$ cat src/rtl/mips_instr_encoder_pkg.sv
// Shared types and encoding constants for the MIPS instruction encoder.
// Opcode/funct values match the decoder's opcode_t so encode/decode round-trips.
package mips_instr_encoder_pkg;

    typedef enum logic [3:0] {
        MN_ADD  = 4'd0,
        MN_SUB  = 4'd1,
        MN_AND  = 4'd2,
        MN_OR   = 4'd3,
        MN_SLT  = 4'd4,
        MN_LW   = 4'd5,
        MN_SW   = 4'd6,
        MN_BEQ  = 4'd7,
        MN_ADDI = 4'd8,
        MN_J    = 4'd9
    } mnem_t;

    typedef enum logic [2:0] {
        ERR_NONE     = 3'd0,
        ERR_ALIGN    = 3'd1,
        ERR_BAD_OP   = 3'd2,
        ERR_BR_RANGE = 3'd3,
        ERR_J_REGION = 3'd4,
        ERR_MEM_OVF  = 3'd5
    } err_t;

    typedef enum logic [2:0] {
        ST_IDLE   = 3'd0,
        ST_ACCEPT = 3'd1,
        ST_WRITE  = 3'd2,
        ST_DONE   = 3'd3,
        ST_ERR    = 3'd4
    } encode_state_t;

    localparam logic [5:0] OP_RTYPE = 6'h00;
    localparam logic [5:0] OP_J     = 6'h02;
    localparam logic [5:0] OP_BEQ   = 6'h04;
    localparam logic [5:0] OP_ADDI  = 6'h08;
    localparam logic [5:0] OP_LW    = 6'h23;
    localparam logic [5:0] OP_SW    = 6'h2B;

    localparam logic [5:0] FN_ADD = 6'h20;
    localparam logic [5:0] FN_SUB = 6'h22;
    localparam logic [5:0] FN_AND = 6'h24;
    localparam logic [5:0] FN_OR  = 6'h25;
    localparam logic [5:0] FN_SLT = 6'h2A;

    function automatic logic [31:0] r_type(input logic [4:0] rs, input logic [4:0] rt,
                                           input logic [4:0] rd, input logic [5:0] funct);
        return {OP_RTYPE, rs, rt, rd, 5'd0, funct};
    endfunction

    function automatic logic [31:0] i_type(input logic [5:0] op, input logic [4:0] rs,
                                           input logic [4:0] rt, input logic [15:0] imm);
        return {op, rs, rt, imm};
    endfunction

endpackage

$ cat src/rtl/mips_instr_encoder_pack.sv
// Combinational encoder: symbolic instruction + current pc -> 32-bit word,
// with fault detection for unencodable requests.
module mips_instr_pack
    import mips_instr_encoder_pkg::*;
(
    input  mnem_t       op,
    input  logic [4:0]  rs,
    input  logic [4:0]  rt,
    input  logic [4:0]  rd,
    input  logic [15:0] imm,
    input  logic [31:0] target,
    input  logic [31:0] pc,
    output logic [31:0] word,
    output logic        fault,
    output err_t        err_code
);

    logic [31:0] pc_next;
    logic [31:0] br_diff;
    logic [31:0] br_off;
    logic        br_in_range;

    assign pc_next     = pc + 32'd4;
    assign br_diff     = target - pc_next;
    assign br_off      = $signed(br_diff) >>> 2;
    // Offset fits in 16 bits signed when the upper 17 bits are a pure sign extension.
    assign br_in_range = (br_off[31:15] == '0) || (br_off[31:15] == '1);

    // Select the encoding for the mnemonic and flag anything that cannot be encoded.
    always_comb begin
        word     = '0;
        err_code = ERR_NONE;
        case (op)
            MN_ADD:  word = r_type(rs, rt, rd, FN_ADD);
            MN_SUB:  word = r_type(rs, rt, rd, FN_SUB);
            MN_AND:  word = r_type(rs, rt, rd, FN_AND);
            MN_OR:   word = r_type(rs, rt, rd, FN_OR);
            MN_SLT:  word = r_type(rs, rt, rd, FN_SLT);
            MN_LW:   word = i_type(OP_LW, rs, rt, imm);
            MN_SW:   word = i_type(OP_SW, rs, rt, imm);
            MN_ADDI: word = i_type(OP_ADDI, rs, rt, imm);
            MN_BEQ: begin
                if (target[1:0] != 2'b00 || !br_in_range) begin
                    err_code = ERR_BR_RANGE;
                end else begin
                    word = i_type(OP_BEQ, rs, rt, br_off[15:0]);
                end
            end
            MN_J: begin
                if (target[1:0] != 2'b00 || target[31:28] != pc_next[31:28]) begin
                    err_code = ERR_J_REGION;
                end else begin
                    word = {OP_J, target[27:2]};
                end
            end
            default: err_code = ERR_BAD_OP;
        endcase
    end

    assign fault = (err_code != ERR_NONE);

endmodule

$ cat src/rtl/mips_instr_encoder.sv
// Streams symbolic MIPS instructions into IMEM: accepts one request at a time,
// encodes it at the current pc and writes it with a held write strobe.
module mips_instr_encoder
    import mips_instr_encoder_pkg::*;
#(
    parameter int unsigned MEM_DEPTH = 256,
    parameter int unsigned ADDR_W    = $clog2(MEM_DEPTH)
) (
    input  logic              clk,
    input  logic              rst_n,
    input  logic              start,
    input  logic [31:0]       base_addr,
    input  logic              in_valid,
    output logic              in_ready,
    input  mnem_t             in_op,
    input  logic [4:0]        in_rs,
    input  logic [4:0]        in_rt,
    input  logic [4:0]        in_rd,
    input  logic [15:0]       in_imm,
    input  logic [31:0]       in_target,
    input  logic              in_last,
    output logic              mem_we,
    output logic [ADDR_W-1:0] mem_addr,
    output logic [31:0]       mem_wdata,
    input  logic              mem_ready,
    output logic              busy,
    output logic              done,
    output logic              err,
    output err_t              err_code,
    output logic [ADDR_W:0]   instr_count
);

    encode_state_t state;
    logic [31:0]   pc;
    logic          last_q;
    logic [31:0]   enc_word;
    logic          enc_fault;
    err_t          enc_err;
    logic          pc_ovf;

    mips_instr_pack u_pack (
        .op       (in_op),
        .rs       (in_rs),
        .rt       (in_rt),
        .rd       (in_rd),
        .imm      (in_imm),
        .target   (in_target),
        .pc       (pc),
        .word     (enc_word),
        .fault    (enc_fault),
        .err_code (enc_err)
    );

    // No wrap-around: a word index past the end of IMEM is refused before writing.
    assign pc_ovf = ({2'b00, pc[31:2]} >= 32'(MEM_DEPTH));

    // Session FSM with registered handshake/status outputs.
    always_ff @(posedge clk or negedge rst_n) begin
        if (!rst_n) begin
            state       <= ST_IDLE;
            in_ready    <= 1'b0;
            mem_we      <= 1'b0;
            busy        <= 1'b0;
            done        <= 1'b0;
            err         <= 1'b0;
            err_code    <= ERR_NONE;
            mem_addr    <= '0;
            mem_wdata   <= '0;
            instr_count <= '0;
            pc          <= '0;
            last_q      <= 1'b0;
        end else begin
            done <= 1'b0;
            case (state)
                ST_IDLE, ST_DONE, ST_ERR: begin
                    if (state == ST_DONE) state <= ST_IDLE;
                    if (start) begin
                        if (base_addr[1:0] != 2'b00) begin
                            state    <= ST_ERR;
                            err      <= 1'b1;
                            err_code <= ERR_ALIGN;
                        end else begin
                            state       <= ST_ACCEPT;
                            pc          <= base_addr;
                            instr_count <= '0;
                            err         <= 1'b0;
                            err_code    <= ERR_NONE;
                            in_ready    <= 1'b1;
                            busy        <= 1'b1;
                        end
                    end
                end
                ST_ACCEPT: begin
                    if (in_valid) begin
                        in_ready <= 1'b0;
                        if (enc_fault || pc_ovf) begin
                            state    <= ST_ERR;
                            busy     <= 1'b0;
                            err      <= 1'b1;
                            err_code <= enc_fault ? enc_err : ERR_MEM_OVF;
                        end else begin
                            state     <= ST_WRITE;
                            mem_we    <= 1'b1;
                            mem_wdata <= enc_word;
                            mem_addr  <= pc[ADDR_W+1:2];
                            last_q    <= in_last;
                        end
                    end
                end
                ST_WRITE: begin
                    if (mem_ready) begin
                        mem_we      <= 1'b0;
                        pc          <= pc + 32'd4;
                        instr_count <= instr_count + (ADDR_W+1)'(1);
                        if (last_q) begin
                            state <= ST_DONE;
                            done  <= 1'b1;
                            busy  <= 1'b0;
                        end else begin
                            state    <= ST_ACCEPT;
                            in_ready <= 1'b1;
                        end
                    end
                end
                default: state <= ST_IDLE;
            endcase
        end
    end

endmodule

$ cat config.mk
export PLATFORM = sky130hd
export DESIGN_NAME = mips_instr_encoder
export DESIGN_NICKNAME = d
export VERILOG_FILES = /design/src/rtl/mips_instr_encoder_pkg.sv /design/src/rtl/mips_instr_encoder_pack.sv /design/src/rtl/mips_instr_encoder.sv
export SDC_FILE = /design/constraint.sdc
export NUM_CORES = 1
export LEC_CHECK = 0
export BUFFER_PORTS_ARGS = -buffer_cell sky130_fd_sc_hd__buf_4
export CAP_MARGIN = 20
export CORE_MARGIN = 2
export CORE_UTILIZATION = 29
export DETAILED_ROUTE_END_ITERATION = 16
export GPL_TIMING_DRIVEN = 0
export PLACE_DENSITY_LB_ADDON = 0.15
export REMOVE_ABC_BUFFERS = 1
export SETUP_SLACK_MARGIN = 0.15
export SLEW_MARGIN = 25
export SYNTH_ARGS = -nofsm -noshare
export SYNTH_HDL_FRONTEND = slang
export SYNTH_SLANG_ARGS = --single-unit
$ cat constraint.sdc
create_clock -name clk -period 12.4 [get_ports clk]
set_clock_uncertainty 0.15 [all_clocks]
set_input_delay 1.86 -clock clk [delete_from_list [all_inputs] [get_ports clk]]
set_output_delay 1.86 -clock clk [all_outputs]
set_load 0.02 [all_outputs]
Word-level counts from Yosys, hierarchy flattened. Cells that the tools add are included.

Bits in registers: 93. Input port bits: 105. Output and inout port bits: 57. Logic and storage cells: 116.

Add/sub/neg operators: 3. Order comparisons: 1. Equality and inequality tests: 24. Muxes and demuxes: 51. Bitwise gates (word level): 1. Reduce and logical (&&, ||, !) cells: 24.

Operators by type and width (count): 32-bit case mux with 10 select lines (1); 32-bit 2-to-1 mux (3); 32-bit case mux with 2 select lines (1); 3-bit 2-to-1 mux (11); 32-bit by 3-bit adder with 32-bit output (second input constant) (1); 32-bit subtractor (1); 30-bit by 9-bit greater-or-equal comparator with 1-bit output (second input constant) (1); 29-bit 2-to-1 mux (1); 28-bit 2-to-1 mux (1); 9-bit 2-to-1 mux (3); 1-bit 2-to-1 mux (20); 3-bit case mux with 3 select lines (2); 9-bit case mux with 2 select lines (1); 17-bit == test (second input constant) (1); 17-bit zero test (1); 4-bit by 3-bit == test with 1-bit output (second input constant) (4); 2-bit != test (second input constant) (8); 4-bit AND reduction (3); 2-bit nonzero test (5); 9-bit by 1-bit adder with 9-bit output (second input constant) (1); 4-bit by 2-bit == test with 1-bit output (second input constant) (2); 4-bit == test (second input constant) (2); 8-bit OR reduction (1); 7-bit AND reduction (1); other kinds (19) (28).

Logic depth before layout (Yosys ltp). Gate-level depths: netlist of the first run.

Depth after elaboration: 13. Gate-level depth with buffers: 27. Depth with buffers taken out: 24.

By module. Synthesis of the first run repeated with hierarchy kept, for this count alone.

Cell total of the unflattened synthesis: 1027. Area total of the unflattened synthesis: 8425.6 sq um.

By module, submodules not included: mips_instr_encoder (instances 1, cells each 451, area each 4639.4 sq um, sequential area each 2327.2 sq um); mips_instr_pack (instances 1, cells each 576, area each 3786.1 sq um, sequential area each 0.0 sq um).

Least setup slack after synthesis of the first run. Ideal clock, no wire load.

Kind: input-to-reg. Start: input port in_target[2]. End: register mem_wdata[16]. Setup time: 0.125 ns. Arrival: 5.785 ns. Data required time: 12.125 ns. Slack: 6.340 ns. Cell stages on the path: 18. Path buffers: 2. Cell sequence: ha_1 a21o_1 a31o_2 a21o_1 maj3_1 o2111ai_2 o311a_2 nand2_2 o31ai_1 xor2_1 nor4_1 and4_4 o211a_1 buf_2 or3_1 buf_2 a22o_1 mux2_2.

Longest elaborated chain between the ends: 11. Elaborated cells between the ends (all ways): 14. Classes of those cells: 1 x add/sub; 1 x eq/ne; 4 x mux; 1 x bitwise; 7 x reduce/logical.

Ends and longest elaborated chain: from (decl) (RTL line mips_instr_encoder.sv:20) `input logic [31:0] in_target,`; 32-bit subtractor * (RTL line mips_instr_encoder_pack.sv:24) `assign br_diff = target - pc_next;`; 17-bit == test / 17-bit zero test (equally long branches) (RTL line mips_instr_encoder_pack.sv:27) `assign br_in_range = (br_off[31:15] == '0) || (br_off[31:15] == '1);`; 1-bit logical OR * (RTL line mips_instr_encoder_pack.sv:27); 1-bit zero test * (RTL line mips_instr_encoder_pack.sv:43) `if (target[1:0] != 2'b00 || !br_in_range) begin`; 1-bit logical OR * (RTL line mips_instr_encoder_pack.sv:43); 2-bit 2-to-1 mux (RTL line mips_instr_encoder_pack.sv:43); 3-bit case mux with 3 select lines (RTL line mips_instr_encoder_pack.sv:33) `case (op)`; 3-bit nonzero test (RTL line mips_instr_encoder_pack.sv:60) `assign fault = (err_code != ERR_NONE);`; 1-bit logical OR (RTL line mips_instr_encoder.sv:96) `if (enc_fault || pc_ovf) begin`; 1-bit NOT (no source line); 3-bit AND reduction (no source line); to (signal assigned) (RTL line mips_instr_encoder.sv:104) `mem_wdata <= enc_word;`; to (decl) (RTL line mips_instr_encoder.sv:24) `output logic [31:0] mem_wdata,`.

Every way passes the cells marked *; elsewhere a longest branch is shown, timed or not. A chain may end at the register's enable or synchronous reset.

Final worst setup path of the first run.
Start: register pc[2]. End: register mem_addr[1].

Longest elaborated chain between the ends: 12. Elaborated cells between the ends (all ways): 17. Classes of those cells: 2 x add/sub; 1 x order compare; 2 x eq/ne; 3 x mux; 1 x bitwise; 8 x reduce/logical.

Ends and longest elaborated chain: from (decl) (RTL line mips_instr_encoder.sv:34) `logic [31:0] pc;`; from (signal assigned) (RTL line mips_instr_encoder.sv:84) `pc <= base_addr;`; from (signal assigned) (RTL line mips_instr_encoder.sv:113) `pc <= pc + 32'd4;`; 32-bit by 3-bit adder with 32-bit output (RTL line mips_instr_encoder_pack.sv:23) `assign pc_next = pc + 32'd4;`; 32-bit subtractor (RTL line mips_instr_encoder_pack.sv:24); 17-bit == test / 17-bit zero test (equally long branches) (RTL line mips_instr_encoder_pack.sv:27); 1-bit logical OR (RTL line mips_instr_encoder_pack.sv:27); 1-bit zero test (RTL line mips_instr_encoder_pack.sv:43); 1-bit logical OR (RTL line mips_instr_encoder_pack.sv:43); 2-bit 2-to-1 mux (RTL line mips_instr_encoder_pack.sv:43); 3-bit case mux with 3 select lines (RTL line mips_instr_encoder_pack.sv:33); 3-bit nonzero test (RTL line mips_instr_encoder_pack.sv:60); 1-bit logical OR * (RTL line mips_instr_encoder.sv:96); 1-bit NOT (no source line) *; 3-bit AND reduction (no source line) *; to (signal assigned) (RTL line mips_instr_encoder.sv:105) `mem_addr <= pc[ADDR_W+1:2];`; to (decl) (RTL line mips_instr_encoder.sv:23) `output logic [ADDR_W-1:0] mem_addr,`.

Marked as above.

==> results.md, run 1 <==
- Inserted Diodes: 0
- DRT Pass-1 Iters: 5
- Die area: 0.0276 sq mm
- Sequential area share after synthesis: 29.9%
- Dpl cell area: 0.00910 sq mm
- CTS buffer count: 9
- Final Critical Period: 8440 ps
- Fmax: 119 MHz
- Status: complete, no violations
- Buf/Inv on CP: 2
- Skew-Pair Late Insertion Delay: 370 ps
- Gp weighted congestion: 0.917
- Final WL: 26.8 mm
- Post-Syn Area: 0.00763 sq mm
- Avg Cell Area, Syn: 8.28 sq um
- Max cap viols: 0
- Share of post-route cells with drive strength above 1: 21.9%
- Syn Inst Count: 921
- Post-DRT Antenna Nets: 0
- Hold Crit Class: reg -> reg
- Predominant post-synthesis flop cell: dfrtp_1
- Die Height: 166 um
- Worst-path fanout max: 34
- Most common cell after layout, fill and taps aside: buf_4
- Final setup TNS: 0 ps
- Worst rel slew slack: 27.3%
- CTS sink cnt: 91
- Max-slew violations: 0
- Main area contributors after synthesis: dfrtp_1, a21oi_1, nand2_1
- Period Utilization, post-route: 68.0%
- Die X: 166 um
- Gr usage total: 19.2%
- Total gr overflow: 0
- Post-Layout Cell Count: 1385
- Via-to-Cell Ratio: 5.39
- Largest net degree at the start of global routing: 92
- Async SR Flop Fraction: 100%
- Max H-tree Level: 3
- Max Buffers Root-to-Sink: 2
- Vias in the first global route: 7139
- Delay-heaviest family, CP: simple AND/OR/NAND/NOR gates
- Initial Util: 29.4%
- RSZ-0062 raised after global routing: false
- # DRC: 0
- Share of the synthesized area in the top cell type: 29.9%
- Data required time of the critical path: 12490 ps
- Post-CTS Setup Bufs: 0
- PostCTS Resize Cnt: 0
- First-pass GRT wire length: 41.9 mm
- Final instance area: 0.00942 sq mm
- Post-DP HPWL: 20.3 mm
- Critical-path top delay cell: nor4_1
- Clock root cell: clkbuf_16
- DR vias: 7461
- CTS Hold Bufs: 0
- Worst Max-Slew Pin Slew: 1090 ps
- Yosys warnings: 0
- Top cell type by total area after synthesis: dfrtp_1
- Distinct cell type count after synthesis: 82
- Site row count: 59
- PnR worst setup slack: 3960 ps
- Power density over cell area: 130 mW/mm^2
- Layout area overhead: 23.5%
- Post-Place Worst Slack: 4010 ps
- Antenna violations before repair: 1
- Leakage: 4.31 nW
- Initial DRC Count: 535
- Fin nets: 1173
- Ports: 162
- Commonest cells after routing, fill and taps aside: buf_4, dfrtp_1, nand2_1, a21oi_1, nor2_1
- Wirelength per Cell: 19.3 um
- Final setup viols: 0
- Final Util: 36.4%
- Worst VDD drop: 0.0000597 V
- CP Capture Type: flop
- EDFF count, synth: 0
- CP startpoint kind: flop
- Crit-path cells: nand4_1 -> nor4_1 -> nand4_1 -> inv_1 -> nand3_1 -> nor2_1 -> nand2_1 -> xor2_1 -> ha_1 -> and3_1 -> and3_1 -> inv_1 -> a2111oi_1 -> a211oi_1 -> or2_2 -> a2111oi_0 -> and4_4 -> o21ai_2 -> a211oi_4 -> nand2_4 -> mux2_1
- Hold Vio Cnt, Final: 0
- CP max stage delay: 820 ps
- CP Class: reg -> reg
- Worst endpoint data arrival time: 8530 ps
- Flops & latches, synth: 91
- Core area: 0.0259 sq mm
- IO buf count: 160
- Dpl cells: 1369
- Reg clk slew, reported paths: 80 ps
- CTS tree: built
through the flow:
stage / total power [mW] / hold slack [ps]
floorplan: 0.740 / 313
global placement: 0.905 / 328
CTS: 1.23 / 354
finish: 1.23 / 343
global route: 1.31 / 372
detailed placement: 0.905 / 333
synthesized netlist by cell type (4+ instances only):
| library cell | count |
|---|---|
| o211ai_1 | 5 |
| a22oi_1 | 4 |
| xnor3_1 | 6 |
| a21boi_0 | 7 |
| o21a_1 | 4 |
| or3_1 | 6 |
| dfrtp_1 | 91 |
| and2_1 | 12 |
| a222oi_1 | 5 |
| nand4_1 | 21 |
| o21bai_1 | 5 |
| buf_4 | 4 |
| nand3_1 | 26 |
| a221o_1 | 6 |
| ha_1 | 23 |
| and3_1 | 21 |
| nor3_1 | 16 |
| inv_1 | 33 |
| o22ai_1 | 6 |
| a21oi_1 | 85 |
| buf_2 | 11 |
| xnor2_1 | 33 |
| mux2_2 | 16 |
| nor4_1 | 11 |
| and4_1 | 6 |
| mux2_1 | 9 |
| clkbuf_1 | 34 |
| xor2_1 | 29 |
| nand2_1 | 91 |
| o31ai_1 | 10 |
| o21ai_0 | 49 |
| a31oi_1 | 14 |
| maj3_1 | 6 |
| nor2b_1 | 7 |
| a211oi_1 | 10 |
| a22o_1 | 18 |
| nor2_1 | 75 |
| nand2b_1 | 9 |
| mux2i_1 | 12 |
| a21o_1 | 14 |
power by group:
| group | total (mW) | internal, mW | switching (mW) |
|---|---|---|---|
| Sequential | 0.384 | 0.325 | 0.0590 |
| Clock | 0.324 | 0.180 | 0.145 |
| Combinational | 0.520 | 0.219 | 0.300 |
final timing paths:
| kind | to | startpoint | slack, ps | cells after the start |
|---|---|---|---|---|
| max | mem_addr[1] | pc[2] | 3960 | 21 |
| min | mem_wdata[28] | mem_wdata[28] | 340 | 1 |
| max reg2reg | mem_addr[1] | pc[2] | 3960 | 21 |
| min reg2reg | mem_wdata[28] | mem_wdata[28] | 340 | 1 |
| max in group asynchronous | pc[15] | rst_n | 10040 | 1 |
| min in group asynchronous | instr_count[4] | rst_n | 1450 | 1 |
routing by layer:
layer | track usage (%) | vias up | wire [um] | part of all wire, %
li1 | - | 3647 | - | -
met1 | 27.4 | 3616 | 13000 | 48
met2 | 30.9 | 178 | 12300 | 46
met3 | 2.26 | 20 | 1130 | 4.2
met4 | 5.07 | 0 | 374 | 1.4
met5 | 0 | - | 0 | 0
logic make-up after synthesis:
family                   synth area share, %
AO/OA/AOI/OAI                           24.3
XOR/XNOR                                8.89
adder cells (fa/ha/maj)                 5.00
buffers and inverters                   4.81
flip-flops                              29.9
multiplexers                            5.27
other                                 0.0492
AND/OR/NAND/NOR                         21.8
layout make-up:
class | count | area, sq um
clock inverters | 6 | 95.1
fillers | 2716 | 16500
repair buffers | 166 | 1280
multi-input cells | 744 | 5000
clock buffers | 10 | 229
well taps | 335 | 419
flip-flops and latches | 91 | 2280
inverters | 33 | 124
worst register-to-register path, cell delays in order, from the launching register on:
cell	delay, ps
dfrtp_1	540
nand4_1	380
nor4_1	820
nand4_1	280
inv_1	130
nand3_1	250
nor2_1	500
nand2_1	130
xor2_1	180
ha_1	550
and3_1	280
and3_1	280
inv_1	90
a2111oi_1	560
a211oi_1	180
or2_2	310
a2111oi_0	480
and4_4	320
o21ai_2	100
a211oi_4	770
nand2_4	540
mux2_1	480
flip-flops by register name (all words and copies together) (netlist names):
register / count
in_ready: 1
done: 1
mem_wdata: 30
mem_addr: 8
state: 3
instr_count: 9
err_code: 3
last_q: 1
pc: 32
mem_we: 1
err: 1
busy: 1
No activity file was read; power rests on OpenSTA's default activity.
==> run 2: changes to the inputs <==
Settings changed: ABC_AREA from default to 1.
Clock period 12.4 ns to 7.3 ns, I/O delays scaled along.
==> results.md, run 2 <==
- Gp weighted congestion: 0.868 (was 0.917)
- Fin nets: 1574 (was 1173)
- Max-slew violations: 0 (unchanged)
- PostCTS Resize Cnt: 0 (unchanged)
- Final setup viols: 0 (unchanged)
- Initial Util: 29.3% (was 29.4%)
- Leakage: 5.38 nW (was 4.31 nW)
- Post-synthesis simple-gate area fraction: 42.6% (was 21.8%)
- Period Utilization, post-route: 79.0% (was 68.0%)
- Sequential area share after synthesis: 28.2% (was 29.9%)
- Distinct cell type count after synthesis: 51 (was 82)
- Ports: 162 (unchanged)
- Wirelength per Cell: 15.4 um (was 19.3 um)
- Die X: 171 um (was 166 um)
- Clock root cell: clkbuf_16 (unchanged)
- CTS tree: built (unchanged)
- Worst rel slew slack: 41.1% (was 27.3%)
- Total gr overflow: 0 (unchanged)
- Hold WS: 326 ps (was 343 ps)
- Final instance area: 0.00998 sq mm (was 0.00942 sq mm)
- Worst VDD drop: 0.000106 V (was 0.0000597 V)
- Internal power: 1.09 mW (was 0.724 mW)
- Share of post-route cells with drive strength above 1: 15.8% (was 21.9%)
- Net Sw Power: 0.880 mW (was 0.504 mW)
- Share of the synthesized area in the top cell type: 28.2% (was 29.9%)
- Predominant post-synthesis flop cell: dfrtp_1 (unchanged)
- Final setup TNS: 0 ps (unchanged)
- Max cap viols: 0 (unchanged)
- Fmax: 173 MHz (was 119 MHz)
- CP Class: reg -> reg (unchanged)
- Vias in the first global route: 8160 (was 7139)
- Main area contributors after synthesis: dfrtp_1, nand2_1, inv_1 (was dfrtp_1, a21oi_1, nand2_1)
- Die Height: 171 um (was 166 um)
- Post-CTS Setup Bufs: 0 (unchanged)
- Post-DRT Antenna Nets: 0 (unchanged)
- RSZ-0062 raised after global routing: false (unchanged)
- Reg clk slew, reported paths: 80 ps (about the same)
- Final WL: 28.2 mm (was 26.8 mm)
- Most frequent cells after synthesis: nand2_1, inv_1, nor2_1 (was dfrtp_1, nand2_1, a21oi_1)
- Sw Share: 44.7% (was 41.1%)
- # DRC: 0 (unchanged)
- Clock power frac: 24.7% (was 26.4%)
- DR vias: 8769 (was 7461)
- Inserted Diodes: 0 (unchanged)
- Cell mode on critical path: nand2_1
- Core area: 0.0276 sq mm (was 0.0259 sq mm)
- CP Capture Type: flop (unchanged)
- Worst endpoint data arrival time: 5930 ps (was 8530 ps)
- Initial DRC Count: 592 (was 535)
- Combinational share of power: 45.0% (was 42.3%)
- EDFF count, synth: 0 (unchanged)
- Most common cell after layout, fill and taps aside: nand2_1 (was buf_4)
- DRT Pass-1 Iters: 7 (was 5)
- Count leader, synth: nand2_1
- Dpl cell area: 0.00969 sq mm (was 0.00910 sq mm)
- Max reg flops: 32 (unchanged)
- Site row count: 61 (was 59)
- Max Buffers Root-to-Sink: 2 (unchanged)
- Complex-gate fraction of the synthesized area: 12.1% (was 24.3%)
- CTS sink cnt: 91 (unchanged)
- Biggest register: pc (unchanged)
- Via-to-Cell Ratio: 4.79 (was 5.39)
- CP max stage delay: 550 ps (was 820 ps)
- First-pass GRT wire length: 43.8 mm (was 41.9 mm)
- Flops & latches, synth: 91 (unchanged)
- Max H-tree Level: 3 (unchanged)
- Yosys warnings: 0 (unchanged)
- Antenna violations before repair: 0 (was 1)
- Post-Syn Area: 0.00809 sq mm (was 0.00763 sq mm)
- Async SR Flop Fraction: 100% (unchanged)
- Critical-path top delay cell: nand2_1 (was nor4_1)
- Hold Crit Class: reg -> reg (unchanged)
- Seq pwr share: 30.3% (was 31.2%)
- CTS buffer count: 9 (unchanged)
- Status: complete, no violations (unchanged)
- Synth Area in XOR/XNOR: 3.91% (was 8.89%)
- Syn Inst Count: 1295 (was 921)
- Gr usage total: 19.4% (was 19.2%)
- CP startpoint kind: flop (unchanged)
- Adder-Cell Fraction of Synth Area: 3.56% (was 5.00%)
- Power density over cell area: 197 mW/mm^2 (was 130 mW/mm^2)
- Skew-Pair Late Insertion Delay: 370 ps (about the same)
- Layout area overhead: 23.4% (was 23.5%)
- Largest family of logic cells by synthesized area: simple AND/OR/NAND/NOR gates (was compound AO/OA/AOI/OAI gates)
- Final Critical Period: 5770 ps (was 8440 ps)
- Commonest cells after routing, fill and taps aside: nand2_1, buf_4, inv_1, nor2_1, nand3_1 (was buf_4, dfrtp_1, nand2_1, a21oi_1, nor2_1)
- Post-synthesis mux area share: 0% (was 5.27%)
- CTS Hold Bufs: 0 (unchanged)
- Largest regs: pc (32), mem_wdata (30), instr_count (9) (unchanged)
- Post-DP HPWL: 22.9 mm (was 20.3 mm)
- Top cell type by total area after synthesis: dfrtp_1 (unchanged)
- Die area: 0.0292 sq mm (was 0.0276 sq mm)
- Worst Max-Slew Pin Slew: 878 ps (was 1090 ps)
- Data required time of the critical path: 7460 ps (was 12490 ps)
- Largest net degree at the start of global routing: 92 (unchanged)
- Hold Vio Cnt, Final: 0 (unchanged)
- Avg Cell Area, Syn: 6.24 sq um (was 8.28 sq um)
- IO buf count: 160 (unchanged)
- Worst-path fanout max: 17 (was 34)
[run 2: cell count changes after synthesis, moves of 13 or more]
cell	previous run	this run
a21oi_1	85	37
nor2_1	75	107
clkbuf_1	34	14
nand2_1	91	483
o211ai_1	5	18
xnor2_1	33	5
a22o_1	18	1
and3_1	21	3
nand3_1	26	102
inv_1	33	157
mux2_2	16	0
[run 2: critical path: cells and delay by family, from the launching register on]
family	cells	cell delay (ps)
simple gates	24	4170
flops	1	470
fa+ha+maj	1	400
buf+inv	3	300
xor+xnor	1	170
[run 2: cell type report]
| type | count | area [sq um] |
|---|---|---|
| fill | 3119 | 17600 |
| multi-input combinational | 1011 | 5050 |
| sequential | 91 | 2280 |
| timing repair buffer | 166 | 1270 |
| inverter | 167 | 627 |
| tap | 378 | 473 |
| clock buffer | 10 | 229 |
| clock inverter | 6 | 57.6 |
[run 2: per-layer routing]
layer / track usage [%] / share of wire [%]
met1: 26.9 / 49
met2: 32.2 / 46
met3: 2.34 / 4.0
met4: 4.09 / 1.3
met5: 0 / 0
[run 2: power groups by stage]
stage | logic, mW | clock network [mW] | registers (mW)
detailed placement | 0.881 | 0 | 0.606
global placement | 0.877 | 0 | 0.605
CTS | 0.885 | 0.499 | 0.596
finish | 0.887 | 0.485 | 0.596
global route | 0.997 | 0.514 | 0.605
floorplan | 0.607 | 0 | 0.604
[run 2: kinds of logic (layout without fill, tap and decap cells)]
family,count (synthesis),in the layout
buffers and inverters,193,349
AND/OR/NAND/NOR,790,790
XOR/XNOR,33,33
flip-flops,91,91
AO/OA/AOI/OAI,164,164
adder cells (fa/ha/maj),23,23
other,1,1
[run 2: final timing paths]
check	cells after the start	end	start	slack, ps
setup / recovery	29	mem_wdata[16]	pc[2]	1530
hold / removal	2	mem_wdata[28]	mem_wdata[28]	330
setup reg to reg	29	mem_wdata[16]	pc[2]	1530
hold reg to reg	2	mem_wdata[28]	mem_wdata[28]	330
max in group asynchronous	1	state[0]	rst_n	5740
min in group asynchronous	1	pc[13]	rst_n	660
[run 2: metrics by stage]
step                util [%]  power, mW  worst slack (ps)  instances
CTS                     36.1       1.98              1480       1829
detailed placement      35.1       1.49              1510       1813
finish                  36.1       1.97              1530       1829
global placement        34.8       1.48             -3640       1807
floorplan                  -       1.21               984       1269
global route            36.1       2.12               868       1829
==> run 3: changes to the inputs <==
Clock period 7.3 ns to 6 ns, I/O delays scaled along.
==> results.md, run 3 (same netlist as run 2, synthesis figures left out) <==
- Status: complete, no violations (unchanged)
- Vias in the first global route: 8160 (unchanged)
- Combinational share of power: 45.1% (was 45.0%)
- Worst Max-Slew Pin Slew: 1150 ps (was 878 ps)
- Fillers: 3105 (was 3119)
- Biggest register: pc (unchanged)
- Max Buffers Root-to-Sink: 2 (unchanged)
- Initial DRC Count: 569 (was 592)
- Final WL: 29.0 mm (was 28.2 mm)
- Skew-Pair Late Insertion Delay: 370 ps (about the same)
- Share of post-route cells with drive strength above 1: 16.6% (was 15.8%)
- Initial Util: 29.3% (unchanged)
- Post-Place Worst Slack: 206 ps (was 1510 ps)
- Data required time of the critical path: 6140 ps (was 7460 ps)
- IO buf count: 160 (unchanged)
- Inserted Diodes: 0 (unchanged)
- Multi-input gate area: 0.00513 sq mm (was 0.00505 sq mm)
- Layout area overhead: 26.0% (was 23.4%)
- Internal power: 1.33 mW (was 1.09 mW)
- Ports: 162 (unchanged)
- Die area: 0.0292 sq mm (unchanged)
- Critical-path top delay cell: dfrtp_1 (was nand2_1)
- Sw Share: 44.7% (about the same)
- CTS buffer count: 9 (unchanged)
- Final instance area: 0.0102 sq mm (was 0.00998 sq mm)
- Post-Layout Cell Count: 1841 (was 1829)
- Worst endpoint data arrival time: 5450 ps (was 5930 ps)
- Net Sw Power: 1.07 mW (was 0.880 mW)
- Gp weighted congestion: 0.868 (unchanged)
- Final setup viols: 0 (unchanged)
- Design Power: 2.40 mW (was 1.97 mW)
- Period Utilization, post-route: 88.4% (was 79.0%)
- CTS tree: built (unchanged)
- Max-slew violations: 0 (unchanged)
- Clock power frac: 24.6% (was 24.7%)
- Core area: 0.0276 sq mm (unchanged)
- First-pass GRT wire length: 43.8 mm (unchanged)
- Reg area: 0.00228 sq mm (unchanged)
- DRT Pass-1 Iters: 7 (unchanged)
- Hold Vio Cnt, Final: 0 (unchanged)
- RSZ-0062 raised after global routing: false (unchanged)
- Cell mode on critical path: nor2_1 (was nand2_1)
- Worst VDD drop: 0.000128 V (was 0.000106 V)
- Total gr overflow: 0 (unchanged)
- Final Util: 36.9% (was 36.1%)
- DR vias: 8811 (was 8769)
- Die Height: 171 um (unchanged)
- Seq pwr share: 30.2% (was 30.3%)
- Largest regs: pc (32), mem_wdata (30), instr_count (9) (unchanged)
- Max reg flops: 32 (unchanged)
- Fin nets: 1586 (was 1574)
- Power density over cell area: 236 mW/mm^2 (was 197 mW/mm^2)
- Most common cell after layout, fill and taps aside: nand2_1 (unchanged)
- Die X: 171 um (unchanged)
- CP Capture Type: flop (unchanged)
- Gr usage total: 19.4% (unchanged)
- Reg clk slew, reported paths: 80 ps (about the same)
- Final Critical Period: 5310 ps (was 5770 ps)
- CP max stage delay: 470 ps (was 550 ps)
- CP Class: reg -> reg (unchanged)
- Max H-tree Level: 3 (unchanged)
- Wirelength per Cell: 15.8 um (was 15.4 um)
- Site row count: 61 (unchanged)
- Via-to-Cell Ratio: 4.79 (about the same)
- # DRC: 0 (unchanged)
- Antenna violations before repair: 0 (unchanged)
- CTS Hold Bufs: 0 (unchanged)
- Post-DP HPWL: 22.9 mm (unchanged)
- CP startpoint kind: flop (unchanged)
- Post-DRT Antenna Nets: 0 (unchanged)
- Worst rel slew slack: 23.0% (was 41.1%)
- Leakage: 5.45 nW (was 5.38 nW)
- Worst-path fanout max: 8 (was 17)
- Dpl cell area: 0.00969 sq mm (unchanged)
- Commonest cells after routing, fill and taps aside: nand2_1, buf_4, inv_1, nor2_1, nand3_1 (unchanged)
- Fmax: 188 MHz (was 173 MHz)
- CTS sink cnt: 91 (unchanged)
- Hold Crit Class: reg -> reg (unchanged)
- Dpl cells: 1813 (unchanged)
- Largest net degree at the start of global routing: 92 (unchanged)
- PnR worst setup slack: 694 ps (was 1530 ps)
- Max cap viols: 0 (unchanged)
- Clock root cell: clkbuf_16 (unchanged)
run 3: power by group through the flow:
stage / clock network (mW) / registers [mW] / logic [mW]
2_1_floorplan: 0 / 0.735 / 0.739
3_3_place_gp: 0 / 0.736 / 1.07
3_5_place_dp: 0 / 0.738 / 1.07
4_1_cts: 0.607 / 0.726 / 1.08
5_1_grt: 0.626 / 0.736 / 1.22
6_report: 0.591 / 0.726 / 1.08
run 3: cell type report:
type / count / area share (%)
Clock buffer: 10 / 2.25
Clock inverter: 6 / 0.565
Inverter: 167 / 6.15
Multi-Input combinational cell: 1013 / 50.4
Sequential cell: 91 / 22.3
Tap cell: 378 / 4.64
Timing Repair Buffer: 176 / 13.7
run 3: stage by stage:
step | TNS [ps] | hold slack (ps)
after detailed placement | 0 | 311
after floorplan | -637 | 310
after CTS | 0 | 328
after global placement | -163770 | 307
after global routing | 0 | 350
final | 0 | 325
run 3: final timing paths:
check                               from             to  slack (ps)  depth (start not counted)
max reg2reg                        pc[2]         mem_we         690                         30
min                        mem_wdata[28]  mem_wdata[28]         320                          2
min in group asynchronous          rst_n         pc[13]         470                          1
max in group asynchronous          rst_n       state[0]        4630                          1
min reg2reg                mem_wdata[28]  mem_wdata[28]         320                          2
max                                pc[2]         mem_we         690                         30
run 3: metal layers:
layer,up-vias,part of all wire [%],GRT usage [%]
met1,4063,48,26.9
met3,27,4.2,2.34
li1,4515,-,-
met4,0,1.4,4.09
met5,-,0,0
met2,206,46,32.2
run 3: critical path: cells and delay by family (launching register included):
family / cells / cell delay [ps]
DFF: 1 / 470
and+or+nand+nor: 24 / 3490
buffers and inverters: 4 / 520
adders and majority gates: 1 / 400
xor gates and xnor gates: 1 / 170
run 3: what timing repair did:
action / CTS / global route
resized for setup: 0 / 10
hold endpoints to repair: 0 / 0
endpoints found under the setup margin: 0 / 40
buffers inserted: 0 / 10
